[src/rtl/run_supervisor.sv]
// End-of-run supervisor: tracks per-core halts, errors and a cycle watchdog, and latches done/status.
// Define RUN_SUP_STALL_EN to add core_commit, STALL_LIMIT and a per-core commit-stall detector.

module run_supervisor_core #(
   parameter int NUM_LANES = 8
) (
   input  logic                 clk,
   input  logic                 rst_n,
   input  logic                 clear,
   input  logic                 track,
   input  logic [NUM_LANES-1:0] halt,
   output logic                 seen,
   output logic                 seen_next
);
   assign seen_next = seen | (|halt);

   always_ff @(posedge clk or negedge rst_n) begin
      if (!rst_n)     seen <= 1'b0;
      else if (clear) seen <= 1'b0;
      else if (track) seen <= seen_next;
   end
endmodule

`ifdef RUN_SUP_STALL_EN
module run_supervisor_stall #(
   parameter int STALL_LIMIT = 1024
) (
   input  logic clk,
   input  logic rst_n,
   input  logic clear,
   input  logic run,
   input  logic commit,
   input  logic seen_next,
   input  logic mask_bit,
   output logic stall_hit
);
   localparam int CW = $clog2(STALL_LIMIT + 1);
   localparam logic [CW-1:0] LIMIT = CW'(STALL_LIMIT);

   logic [CW-1:0] cnt_q, cnt_nx;

   // Halted or unmasked cores are never considered stalled.
   always_comb begin
      cnt_nx = cnt_q;
      if (commit || seen_next || !mask_bit) cnt_nx = '0;
      else if (cnt_q != LIMIT)              cnt_nx = cnt_q + CW'(1);
   end

   assign stall_hit = run && (cnt_nx == LIMIT);

   always_ff @(posedge clk or negedge rst_n) begin
      if (!rst_n)     cnt_q <= '0;
      else if (clear) cnt_q <= '0;
      else if (run)   cnt_q <= cnt_nx;
   end
endmodule
`endif

module run_supervisor #(
   parameter int NUM_CORES    = 2,
   parameter int NUM_LANES    = 8,
   parameter int TIMEOUT_W    = 32,
   parameter int DRAIN_CYCLES = 5
`ifdef RUN_SUP_STALL_EN
   ,parameter int STALL_LIMIT = 1024
`endif
) (
   input  logic                           clk,
   input  logic                           rst_n,
   input  logic                           start,
   input  logic [TIMEOUT_W-1:0]           timeout_cycles,
   input  logic [NUM_CORES-1:0]           core_mask,
   input  logic [NUM_CORES*NUM_LANES-1:0] core_halt,
   input  logic [NUM_CORES-1:0]           core_error,
   input  logic                           mem_error,
`ifdef RUN_SUP_STALL_EN
   input  logic [NUM_CORES-1:0]           core_commit,
`endif
   output logic                           done,
   output logic [2:0]                     status,
   output logic [NUM_CORES-1:0]           halt_seen,
   output logic [NUM_CORES:0]             err_src,
   output logic [31:0]                    cycle_count
);
   typedef enum logic [1:0] {S_IDLE, S_RUN, S_DRAIN, S_DONE} state_t;

   localparam logic [2:0] ST_PASS    = 3'd1;
   localparam logic [2:0] ST_TIMEOUT = 3'd2;
   localparam logic [2:0] ST_ERROR   = 3'd3;
   localparam int DW = (DRAIN_CYCLES > 1) ? $clog2(DRAIN_CYCLES) : 1;
   localparam logic [DW-1:0] DRAIN_LOAD = DW'(DRAIN_CYCLES - 1);

   state_t                 state_q, state_d;
   logic                   done_d;
   logic [2:0]             status_d;
   logic [NUM_CORES:0]     err_src_d;
   logic [31:0]            cyc_d, cyc_inc;
   logic [TIMEOUT_W-1:0]   wdog_q, wdog_d;
   logic [NUM_CORES-1:0]   mask_q, mask_d, seen_next;
   logic [DW-1:0]          drain_q, drain_d;
   logic                   clear, track, err_any, pass, expire;

   assign clear   = (state_q == S_IDLE) && start;
   assign track   = (state_q == S_RUN) || (state_q == S_DRAIN);
   assign err_any = (|core_error) || mem_error;
   assign pass    = (mask_q != '0) && ((seen_next & mask_q) == mask_q);
   assign expire  = (wdog_q == TIMEOUT_W'(1));
   assign cyc_inc = (cycle_count == 32'hFFFF_FFFF) ? cycle_count : cycle_count + 32'd1;

   for (genvar c = 0; c < NUM_CORES; c++) begin : g_core
      run_supervisor_core #(.NUM_LANES(NUM_LANES)) u_core (
         .clk       (clk),
         .rst_n     (rst_n),
         .clear     (clear),
         .track     (track),
         .halt      (core_halt[c*NUM_LANES +: NUM_LANES]),
         .seen      (halt_seen[c]),
         .seen_next (seen_next[c])
      );
   end

`ifdef RUN_SUP_STALL_EN
   localparam logic [2:0] ST_STALL = 3'd4;
   logic [NUM_CORES-1:0] stall_hit;
   logic                 stall;

   for (genvar c = 0; c < NUM_CORES; c++) begin : g_stall
      run_supervisor_stall #(.STALL_LIMIT(STALL_LIMIT)) u_stall (
         .clk       (clk),
         .rst_n     (rst_n),
         .clear     (clear),
         .run       (state_q == S_RUN),
         .commit    (core_commit[c]),
         .seen_next (seen_next[c]),
         .mask_bit  (mask_q[c]),
         .stall_hit (stall_hit[c])
      );
   end
   assign stall = |stall_hit;
`endif

   always_comb begin
      state_d   = state_q;
      done_d    = done;
      status_d  = status;
      err_src_d = err_src;
      cyc_d     = cycle_count;
      wdog_d    = wdog_q;
      mask_d    = mask_q;
      drain_d   = drain_q;
      case (state_q)
         S_IDLE: if (start) begin
            state_d   = S_RUN;
            wdog_d    = timeout_cycles;
            mask_d    = core_mask;
            err_src_d = '0;
            cyc_d     = '0;
         end
         S_RUN: begin
            cyc_d = cyc_inc;
            if (wdog_q != '0) wdog_d = wdog_q - TIMEOUT_W'(1);
            // Priority within one edge: error, pass, stall, timeout.
            if (err_any) begin
               state_d   = S_DRAIN;
               err_src_d = {mem_error, core_error};
               drain_d   = DRAIN_LOAD;
            end else if (pass) begin
               state_d  = S_DONE;
               done_d   = 1'b1;
               status_d = ST_PASS;
`ifdef RUN_SUP_STALL_EN
            end else if (stall) begin
               state_d  = S_DONE;
               done_d   = 1'b1;
               status_d = ST_STALL;
`endif
            end else if (expire) begin
               state_d  = S_DONE;
               done_d   = 1'b1;
               status_d = ST_TIMEOUT;
            end
         end
         S_DRAIN: begin
            cyc_d = cyc_inc;
            if (drain_q == '0) begin
               state_d  = S_DONE;
               done_d   = 1'b1;
               status_d = ST_ERROR;
            end else begin
               drain_d = drain_q - DW'(1);
            end
         end
         default: ;
      endcase
   end

   always_ff @(posedge clk or negedge rst_n) begin
      if (!rst_n) begin
         state_q     <= S_IDLE;
         done        <= 1'b0;
         status      <= 3'd0;
         err_src     <= '0;
         cycle_count <= '0;
         wdog_q      <= '0;
         mask_q      <= '0;
         drain_q     <= '0;
      end else begin
         state_q     <= state_d;
         done        <= done_d;
         status      <= status_d;
         err_src     <= err_src_d;
         cycle_count <= cyc_d;
         wdog_q      <= wdog_d;
         mask_q      <= mask_d;
         drain_q     <= drain_d;
      end
   end
endmodule
[config.mk]
export PLATFORM = sky130hd
export DESIGN_NAME = run_supervisor
export DESIGN_NICKNAME = d
export VERILOG_FILES = /design/src/rtl/run_supervisor.sv
export SDC_FILE = /design/constraint.sdc
export NUM_CORES = 1
export LEC_CHECK = 0
export ABC_AREA = 1
export CAP_MARGIN = 20
export CORE_MARGIN = 1
export CORE_UTILIZATION = 54
export DETAILED_ROUTE_END_ITERATION = 6
export PLACE_DENSITY = 0.81
export SYNTH_ARGS = -nofsm -noshare
export SYNTH_HDL_FRONTEND = slang
export SYNTH_SLANG_ARGS = --single-unit
[constraint.sdc]
create_clock -name clk -period 2.2 [get_ports clk]
set_clock_uncertainty 0.05 [all_clocks]
set_input_delay 0.44 -clock clk [delete_from_list [all_inputs] [get_ports clk]]
set_output_delay 0.44 -clock clk [all_outputs]
set_load 0.005 [all_outputs]
# Word-level counts from Yosys, hierarchy flattened
# Index checks and enable logic that the tools add are counted.
# op_classes
n_addsub	3
mux	32
bitwise	3
reduce_logical	24
eq_ne	14
# op_table
operator	n
$mux 32	4
$pmux 32 s2	2
$add 32x1->32 const B	1
$eq 32x1->1 const B	1
$eq 32x32->1 const B	1
$reduce_bool 32->1	1
$sub 32x1->32 const B	1
$mux 3	8
$pmux 3 s2	3
$reduce_or 8->1	2
$reduce_and 3->1	4
$mux 2	5
$ne 2x2->1 const B	5
$reduce_bool 2->1	5
$mux 1	8
$reduce_and 4->1	2
$pmux 2 s3	1
$ne 2x1->1 const B	2
$ne 4x4->1 const B	1
$reduce_or 2->1	2
$logic_not 3->1	1
$ne 3x3->1 const B	1
$reduce_bool 3->1	1
$sub 3x1->3 const B	1
10 further kinds	13
# word_totals
word_cells	86
output_inout_bits	41
register_bits	80
input_bits	56

# Depth between registers and ports, before layout
# Gate-level depths: netlist of run 1.
# logic_depth
depth_word	8
mapped_depth	12
mapped_depth_nobuf	11

# Hierarchy
# Synthesis of run 1 repeated with hierarchy kept, for this count alone.
# hier_totals
cells_unflattened	900
hier_area_um2	5640.4
# modules_own_cells
mod	seq_area_each_um2	n_inst	area_per_inst_um2	cells_per_inst
run_supervisor	1926.8	1	5492.8	876
run_supervisor_core	25.0	2	73.8	12

# Worst setup path after synthesis of run 1
# Ideal clock, no wire load.
# synth_timing
path_type	register to register
startpoint	register state_q[0]
endpoint	register cycle_count[12]
n_path_buf	1
required_ps	2027
path_stages_with_launch	11
period_less_slack_ps	1837
setup_ps	123
path_slack_ps	363
arrival_time_ps	1664
path_cell_list	dfrtp_1 inv_1 ha_1 inv_2 nor3_1 nand2_1 nor2_1 nand3_2 nand2_4 buf_2 o21ai_1
# synth_between
elab_chain_len	4
elab_cells_between_ends	9
classes_between	eq/ne: 4; mux: 1; reduce/logical: 4
# synth_lines
element	line_no	rtl
from (decl)	93	state_t state_q, state_d;
from (signal assigned)	208	state_q <= state_d;
$eq 2x1->1 or $eq 2x2->1 (tied branches)	151	case (state_q)
$reduce_or 2->1 (no source line)	-	
$ne 2x2->1 (no source line) or $reduce_bool 2->1 (tied branches)	-	
$reduce_and 3->1 (no source line)	-	
to (signal assigned)	212	cycle_count <= cyc_d;
to (decl)	83	output logic [31:0] cycle_count
# Parallel ways exist; a longest one is shown, timed or not.
# A chain may end at the register's enable or synchronous reset.

# Final worst setup path of run 1
# layout_timing
startpoint	register cycle_count[0]
endpoint	register cycle_count[28]
# layout_between
elab_chain_len	3
elab_cells_between_ends	6
classes_between	add/sub: 1; eq/ne: 2; mux: 2; reduce/logical: 1
# layout_lines
element	line_no	rtl
$add 32x1->32 or $eq 32x32->1 (tied branches)	108	assign cyc_inc = (cycle_count == 32'hFFFF_FFFF) ? cycle_count : cycle_count + 32'd1;
$mux 32 or $ne 2x2->1 (tied branches)	-	
$pmux 32 s2 or $reduce_and 3->1 (tied branches)	-	
# Parallel ways exist; a longest one is shown, timed or not. The select of a mux whose other input is x is not followed.

==> results.py, run 1 <==
metrics = {
    "run_status": {
        "outcome": "finished with violations",
        "violations": "negative hold slack",
    },
    "routing": {
        "ant_nets": 0,
        "wire_per_inst_um": 13.1,
        "vias_per_cell": 5.19,
        "drc_errors": 0,
        "drt_wl_total_um": 14700,
        "drtIter0Drc": 326,
        "first_pass_iters": 6,
        "vias": 5806,
    },
    "pwr": {
        "clock_power_share_pct": 16.7,
        "p_int_mw": 4.32,
        "pwr-share-comb_pct": 54.2,
        "irDropWorstVdd_v": 0.000815,
        "powerDensity_nw_per_um2": 1160,
        "pwr-share-seq_pct": 29.1,
        "p_leak_nw": 3.16,
        "p_sw_share_pct": 47.1,
        "power.switching_mw": 3.84,
    },
    "clocking": {
        "ctsHoldBuffers": 0,
        "cts_resized": 0,
        "clk_pin_slew_ns": 0.09,
        "clk_latency_ns": 0.36,
        "post_cts_buffers": 0,
        "root_buffer": "clkbuf_8",
        "cts_tree": "yes",
        "clock_path_buffers": 2,
        "cts_buffers": 9,
        "cts_htree_levels": 3,
        "cts.sinks": 79,
    },
    "grt": {
        "antenna_found_initial": 0,
        "grt_max_degree": 40,
        "grt_pass1_vias": 5470,
        "track_usage_pct": 28.8,
        "overflow": 0,
        "grt_first_pass_wirelength_um": 25600,
    },
    "timing": {
        "rsz0062_at_grt": "false",
        "relSlewSlack_pct": 66.6,
        "finalSetupViolations": 0,
        "finalSetupTns_ns": 0,
        "period_minus_slack_ns": 2.02,
        "hold_violations": 9,
        "period_share_pct": 92.0,
        "hold_ws_ns": -0.0164,
        "fmax_mhz": 494,
        "final_max_slew_viol_count": 0,
        "tightest_slew_ns": 0.501,
    },
    "cells_and_area": {
        "diodes": 0,
        "final_common_cell": "nand2_1",
        "final_cell_mix": "nand2_1, nor2_1, clkdlybuf4s50_1, nand3_1, dfrtp_1",
        "drive_gt1_share_pct": 8.22,
        "synthToLayoutAreaGrowth_pct": 24.5,
        "utilization_pct": 70.5,
        "fill_cells": 876,
        "fin_nets": 1047,
        "finalNonFillerCells": 1119,
    },
    "setup_path": {
        "critPathKind": "reg2reg",
        "cp_common_cell": "nand2_2",
        "start_kind": "flop",
        "rr_endpoint": "cycle_count[28]",
        "crit_slowest_cell": "dfrtp_1",
        "required_ns": 2.42,
        "r2r_start": "cycle_count[0]",
        "startpoint": "cycle_count[0]",
        "r2r_cells": 10,
        "crit_chain": "ha_2 -> nand2_2 -> nor2_4 -> nand2_2 -> nor2_2 -> nand3_2 -> nand2_8 -> buf_12 -> nand2_1 -> o21ai_1",
        "r2r_setup_slack_ns": 0.18,
        "worst-endpoint-arrival_ns": 2.25,
        "crit_path_end_kind": "flop",
        "cp_slowest_stage_delay_ns": 0.46,
        "path_max_fanout": 19,
    },
    "place": {
        "place_inst": 1104,
        "place_congestion": 0.973,
        "hpwl_um": 10900,
        "port_buffers": 95,
    },
    "die": {
        "core_um2": 9950,
        "start_util_pct": 56.6,
        "dieArea_um2": 10800,
        "rows": 36,
        "die_h_um": 104,
        "die_x_um": 104,
        "io-pin-count": 97,
    },
    "job": {
        "max_cap_violations": 0,
    },
    "logic_synthesis": {
        "synth_cell_types": 34,
        "syn_inst": 885,
        "netlist_area_um2": 5640,
        "yosys_register_bits": 79,
        "seq_area_frac_synth_pct": 35.1,
        "syn_nets": 950,
        "ys_warn_count": 0,
        "syn_avg_cell_area_um2": 6.37,
    },
    "min_path": {
        "hold_class": "in2async",
    },
}
==> cell type report <==
type	instances	area, um^2	share of cell area [%]
clock buffer	12	155	2.21
tap	133	166	2.37
multi-input combinational	708	3230	46.1
inverter	74	283	4.03
sequential	79	1980	28.2
clock inverter	3	90.1	1.28
timing repair buffer	110	1110	15.8
==> worst max path at each step <==
stage,to,slack (ns),cells past startpoint
after CTS,cycle_count[28],0.08,11
after floorplan,cycle_count[12],0.36,10
after detailed placement,wdog_q[16],-0.03,7
after global routing,cycle_count[28],0.01,11
after global placement,wdog_q[3],0.04,7
final,cycle_count[28],0.18,10
==> state kept, by name (all words and copies together) (netlist names) <==
signal and count:
mask_q 2, wdog_q 32, g_core.u_core.seen 2, cycle_count 32, status 2, err_src 3
drain_q 3, state_q 2, done 1
==> synthesized netlist by cell type, drive strengths merged <==
| cell | number | share of area [%] |
|---|---|---|
| xnor2 | 3 | 0.47 |
| o32ai | 1 | 0.16 |
| dfrtp | 79 | 35 |
| o21bai | 1 | 0.13 |
| conb | 1 | 0.067 |
| nand3 | 81 | 7.4 |
| nor3 | 16 | 1.4 |
| or2 | 7 | 0.78 |
| o21ai | 66 | 6.5 |
| nor2 | 154 | 11 |
| xor2 | 8 | 1.2 |
| o31ai | 1 | 0.13 |
| nand3b | 2 | 0.27 |
| and2 | 3 | 0.33 |
| clkbuf | 5 | 0.33 |
| nand2 | 341 | 24 |
| inv | 74 | 5.0 |
| ha | 9 | 2.0 |
| a31oi | 2 | 0.22 |
| buf | 19 | 2.6 |
| a21oi | 7 | 0.62 |
| nand4 | 5 | 0.56 |
==> worst max-delay path: cells and delay by family, from the launching register on <==
kind | cells | cell delay, ns
and+or+nand+nor | 7 | 0.91
adders and majority gates | 1 | 0.27
AOI/OAI and AO/OA | 1 | 0.09
DFF | 1 | 0.46
buffers and inverters | 1 | 0.16
==> cell families (layout without fill, tap and decap cells) <==
kind of cell             after synthesis  after routing  synth area share, %
AND/OR/NAND/NOR                      609            609                 45.5
buffers and inverters                 98            199                 7.88
flip-flops                            79             79                 35.1
AO/OA/AOI/OAI                         78             78                 7.79
XOR/XNOR                              11             11                 1.71
adder cells (fa/ha/maj)                9              9                 2.00
other                                  1              1               0.0665
==> metrics by stage <==
step | cell area [um^2] | power (mW) | setup WS (ns) | hold slack, ns
floorplan | 5640 | 5.52 | 0.363 | 0.0944
global placement | 6750 | 6.65 | 0.0378 | 0.390
detailed placement | 6750 | 6.74 | -0.0338 | 0.395
CTS | 6990 | 8.11 | 0.0836 | 0.00820
global route | 7020 | 8.86 | 0.0150 | 0.0209
finish | 7020 | 8.16 | 0.176 | -0.0164
==> routing by layer <==
layer	up-vias	part of all wire [%]	track usage, %
met3	21	5.1	3.63
met1	2629	46	39.0
met5	-	0	0
met4	0	1.5	8.47
li1	2966	-	-
met2	190	48	48.2
==> power groups by stage <==
stage | clock network [mW] | logic [mW] | registers [mW]
4_1_cts | 1.37 | 4.38 | 2.37
5_1_grt | 1.43 | 4.99 | 2.44
2_1_floorplan | 0 | 3.26 | 2.26
3_5_place_dp | 0 | 4.35 | 2.39
3_3_place_gp | 0 | 4.26 | 2.39
6_report | 1.36 | 4.42 | 2.37
Power figures use the tool's default switching activity.
==> run 2, diff against run 1 <==
--- a/config.mk
+++ b/config.mk
@@ -11,6 +11,7 @@
 export CORE_UTILIZATION = 54
 export DETAILED_ROUTE_END_ITERATION = 6
 export PLACE_DENSITY = 0.81
+export SKIP_CTS_REPAIR_TIMING = 1
 export SYNTH_ARGS = -nofsm -noshare
 export SYNTH_HDL_FRONTEND = slang
 export SYNTH_SLANG_ARGS = --single-unit
==> results of run 2 <==
Same layout as run 1: the final DEF is identical, and so are final timing and power.
==> run 3, diff against run 2 <==
--- a/config.mk
+++ b/config.mk
@@ -7,7 +7,8 @@
 export LEC_CHECK = 0
 export ABC_AREA = 1
 export CAP_MARGIN = 20
-export CORE_MARGIN = 1
+export CORE_ASPECT_RATIO = 0.9
+export CORE_MARGIN = 2
 export CORE_UTILIZATION = 54
 export DETAILED_ROUTE_END_ITERATION = 6
 export PLACE_DENSITY = 0.81
==> results.py, run 3 (synthesized netlist as in run 1, its figures left out) <==
metrics = {
    "pwr": {
        "p_sw_share_pct": 46.5,
        "power.switching_mw": 3.90,
        "pwr-share-comb_pct": 52.7,
        "clock_power_share_pct": 19.1,
        "pwr-share-seq_pct": 28.2,
        "irDropWorstVdd_v": 0.000890,
        "p_int_mw": 4.49,
        "powerDensity_nw_per_um2": 1190,
        "p_leak_nw": 3.19,
    },
    "cells_and_area": {
        "diodes": 0,
        "largest_registers": "cycle_count x32, wdog_q x32",
        "final_cell_mix": "nand2_1, nor2_1, clkdlybuf4s50_1, nand3_1, dfrtp_1",
        "fill_cells": 917,
        "fin_nets": 1046,
        "postLayoutCellArea_um2": 7070,
        "synthToLayoutAreaGrowth_pct": 25.5,
        "final_common_cell": "nand2_1",
        "drive_gt1_share_pct": 8.02,
    },
    "routing": {
        "drtIter0Drc": 482,
        "wl_met3_um": 1280,
        "wire_per_inst_um": 13.4,
        "vias_per_cell": 5.19,
        "vias": 5785,
        "routedLengthMet1_um": 7250,
        "first_pass_iters": 5,
        "wl_met2_um": 6310,
        "drt_wl_total_um": 14900,
        "drc_errors": 0,
        "ant_nets": 0,
        "highest_layer": "met4",
    },
    "place": {
        "port_buffers": 95,
        "place_area_um2": 6740,
        "hpwl_um": 11400,
        "place_congestion": 0.974,
    },
    "setup_path": {
        "path_max_fanout": 13,
        "crit_path_end_kind": "flop",
        "required_ns": 2.37,
        "critPathKind": "reg2reg",
        "worst-endpoint-arrival_ns": 2.20,
        "start_kind": "flop",
    },
    "timing": {
        "relSlewSlack_pct": 62.4,
        "period_minus_slack_ns": 2.04,
        "tightest_slew_ns": 0.564,
        "finalSetupViolations": 0,
        "fmax_mhz": 491,
        "hold_violations": 2,
        "finalSetupTns_ns": 0,
        "rsz0062_at_grt": "false",
        "final_max_slew_viol_count": 0,
        "hold_ws_ns": -0.00141,
        "period_share_pct": 92.5,
    },
    "clocking": {
        "root_buffer": "clkbuf_16",
        "cts_tree": "yes",
        "cts.sinks": 79,
        "cts_buffers": 9,
        "clock_path_buffers": 2,
        "clk_latency_ns": 0.34,
        "cts_htree_levels": 3,
        "clk_pin_slew_ns": 0.06,
    },
    "run_status": {
        "violations": "negative hold slack",
        "outcome": "finished with violations",
    },
    "die": {
        "die_x_um": 112,
        "rows": 35,
        "io-pin-count": 97,
        "dieArea_um2": 11300,
        "core_um2": 10200,
        "die_h_um": 101,
        "start_util_pct": 55.2,
    },
    "grt": {
        "overflow": 0,
        "track_usage_pct": 27.7,
        "antenna_found_initial": 0,
        "grt_max_degree": 47,
        "grt_pass1_vias": 5320,
        "grt_first_pass_wirelength_um": 25200,
    },
    "job": {
        "max_cap_violations": 0,
    },
    "min_path": {
        "hold_class": "in2async",
    },
}
## run 3: cell count changes in the layout (fill, tap and decap cells not counted)
cell       before  now
clkbuf_8       11    1
clkbuf_16       0    9
clkinv_2        0    2
a21oi_1         6    7
a21oi_2         1    0
buf_4          12   11
bufinv_16       3    2
nor3_2          1    0
nor3_4          0    1
o21ai_0        42   41
o21ai_1        14   15
## run 3: worst paths after layout
kind,startpoint,endpoint,slack [ns],depth (start not counted)
hold / removal,rst_n,wdog_q[1],-0.001,1
max in group asynchronous,rst_n,wdog_q[8],1.50,2
setup reg to reg,state_q[0],cycle_count[5],0.16,8
hold reg to reg,done,done,0.42,2
min in group clk,done,done,0.42,2
setup / recovery,state_q[0],cycle_count[5],0.16,8
## run 3: cell type report
type                       instances  area [um^2]  area share (%)
inverter                          74          283            4.00
sequential                        79         1980            27.9
clock inverter                     4         70.1           0.990
tap                              129          161            2.28
timing repair buffer             109         1100            15.6
clock buffer                      11          243            3.43
multi-input combinational        708         3240            45.8
## run 3: per-layer routing
metal	track usage, %	up-vias
li1	-	2970
met1	40.9	2598
met2	41.2	207
met3	7.16	10
met4	5.98	0
met5	0	-
## run 3: worst max-delay path, cell delays in order, from the launching register on
cell     delay [ns]
dfrtp_1        0.39
inv_1          0.08
ha_1           0.31
inv_2          0.11
a21oi_1        0.48
nand2_8        0.17
buf_4          0.20
nand2_1        0.05
o21ai_0        0.08
## run 3: power by group through the flow
stage / registers, mW / clock network [mW] / logic [mW]
2_1_floorplan: 2.26 / 0 / 3.26
3_3_place_gp: 2.37 / 0 / 4.24
3_5_place_dp: 2.37 / 0 / 4.34
4_1_cts: 2.35 / 1.62 / 4.36
5_1_grt: 2.43 / 1.69 / 4.97
6_report: 2.37 / 1.60 / 4.42
## run 3: per-stage QoR
stage / setup slack [ns] / utilization (%) / hold slack (ns) / power, mW / instances
detailed placement: 0.0428 / 66.0 / 0.367 / 6.71 / 1099
finish: 0.165 / 69.3 / -0.00141 / 8.39 / 1114
floorplan: 0.363 / - / 0.0944 / 5.52 / 885
global placement: 0.135 / 66.0 / 0.367 / 6.60 / 1099
CTS: 0.0906 / 69.1 / 0.00935 / 8.34 / 1114
global route: 0.0150 / 69.3 / 0.0199 / 9.09 / 1114
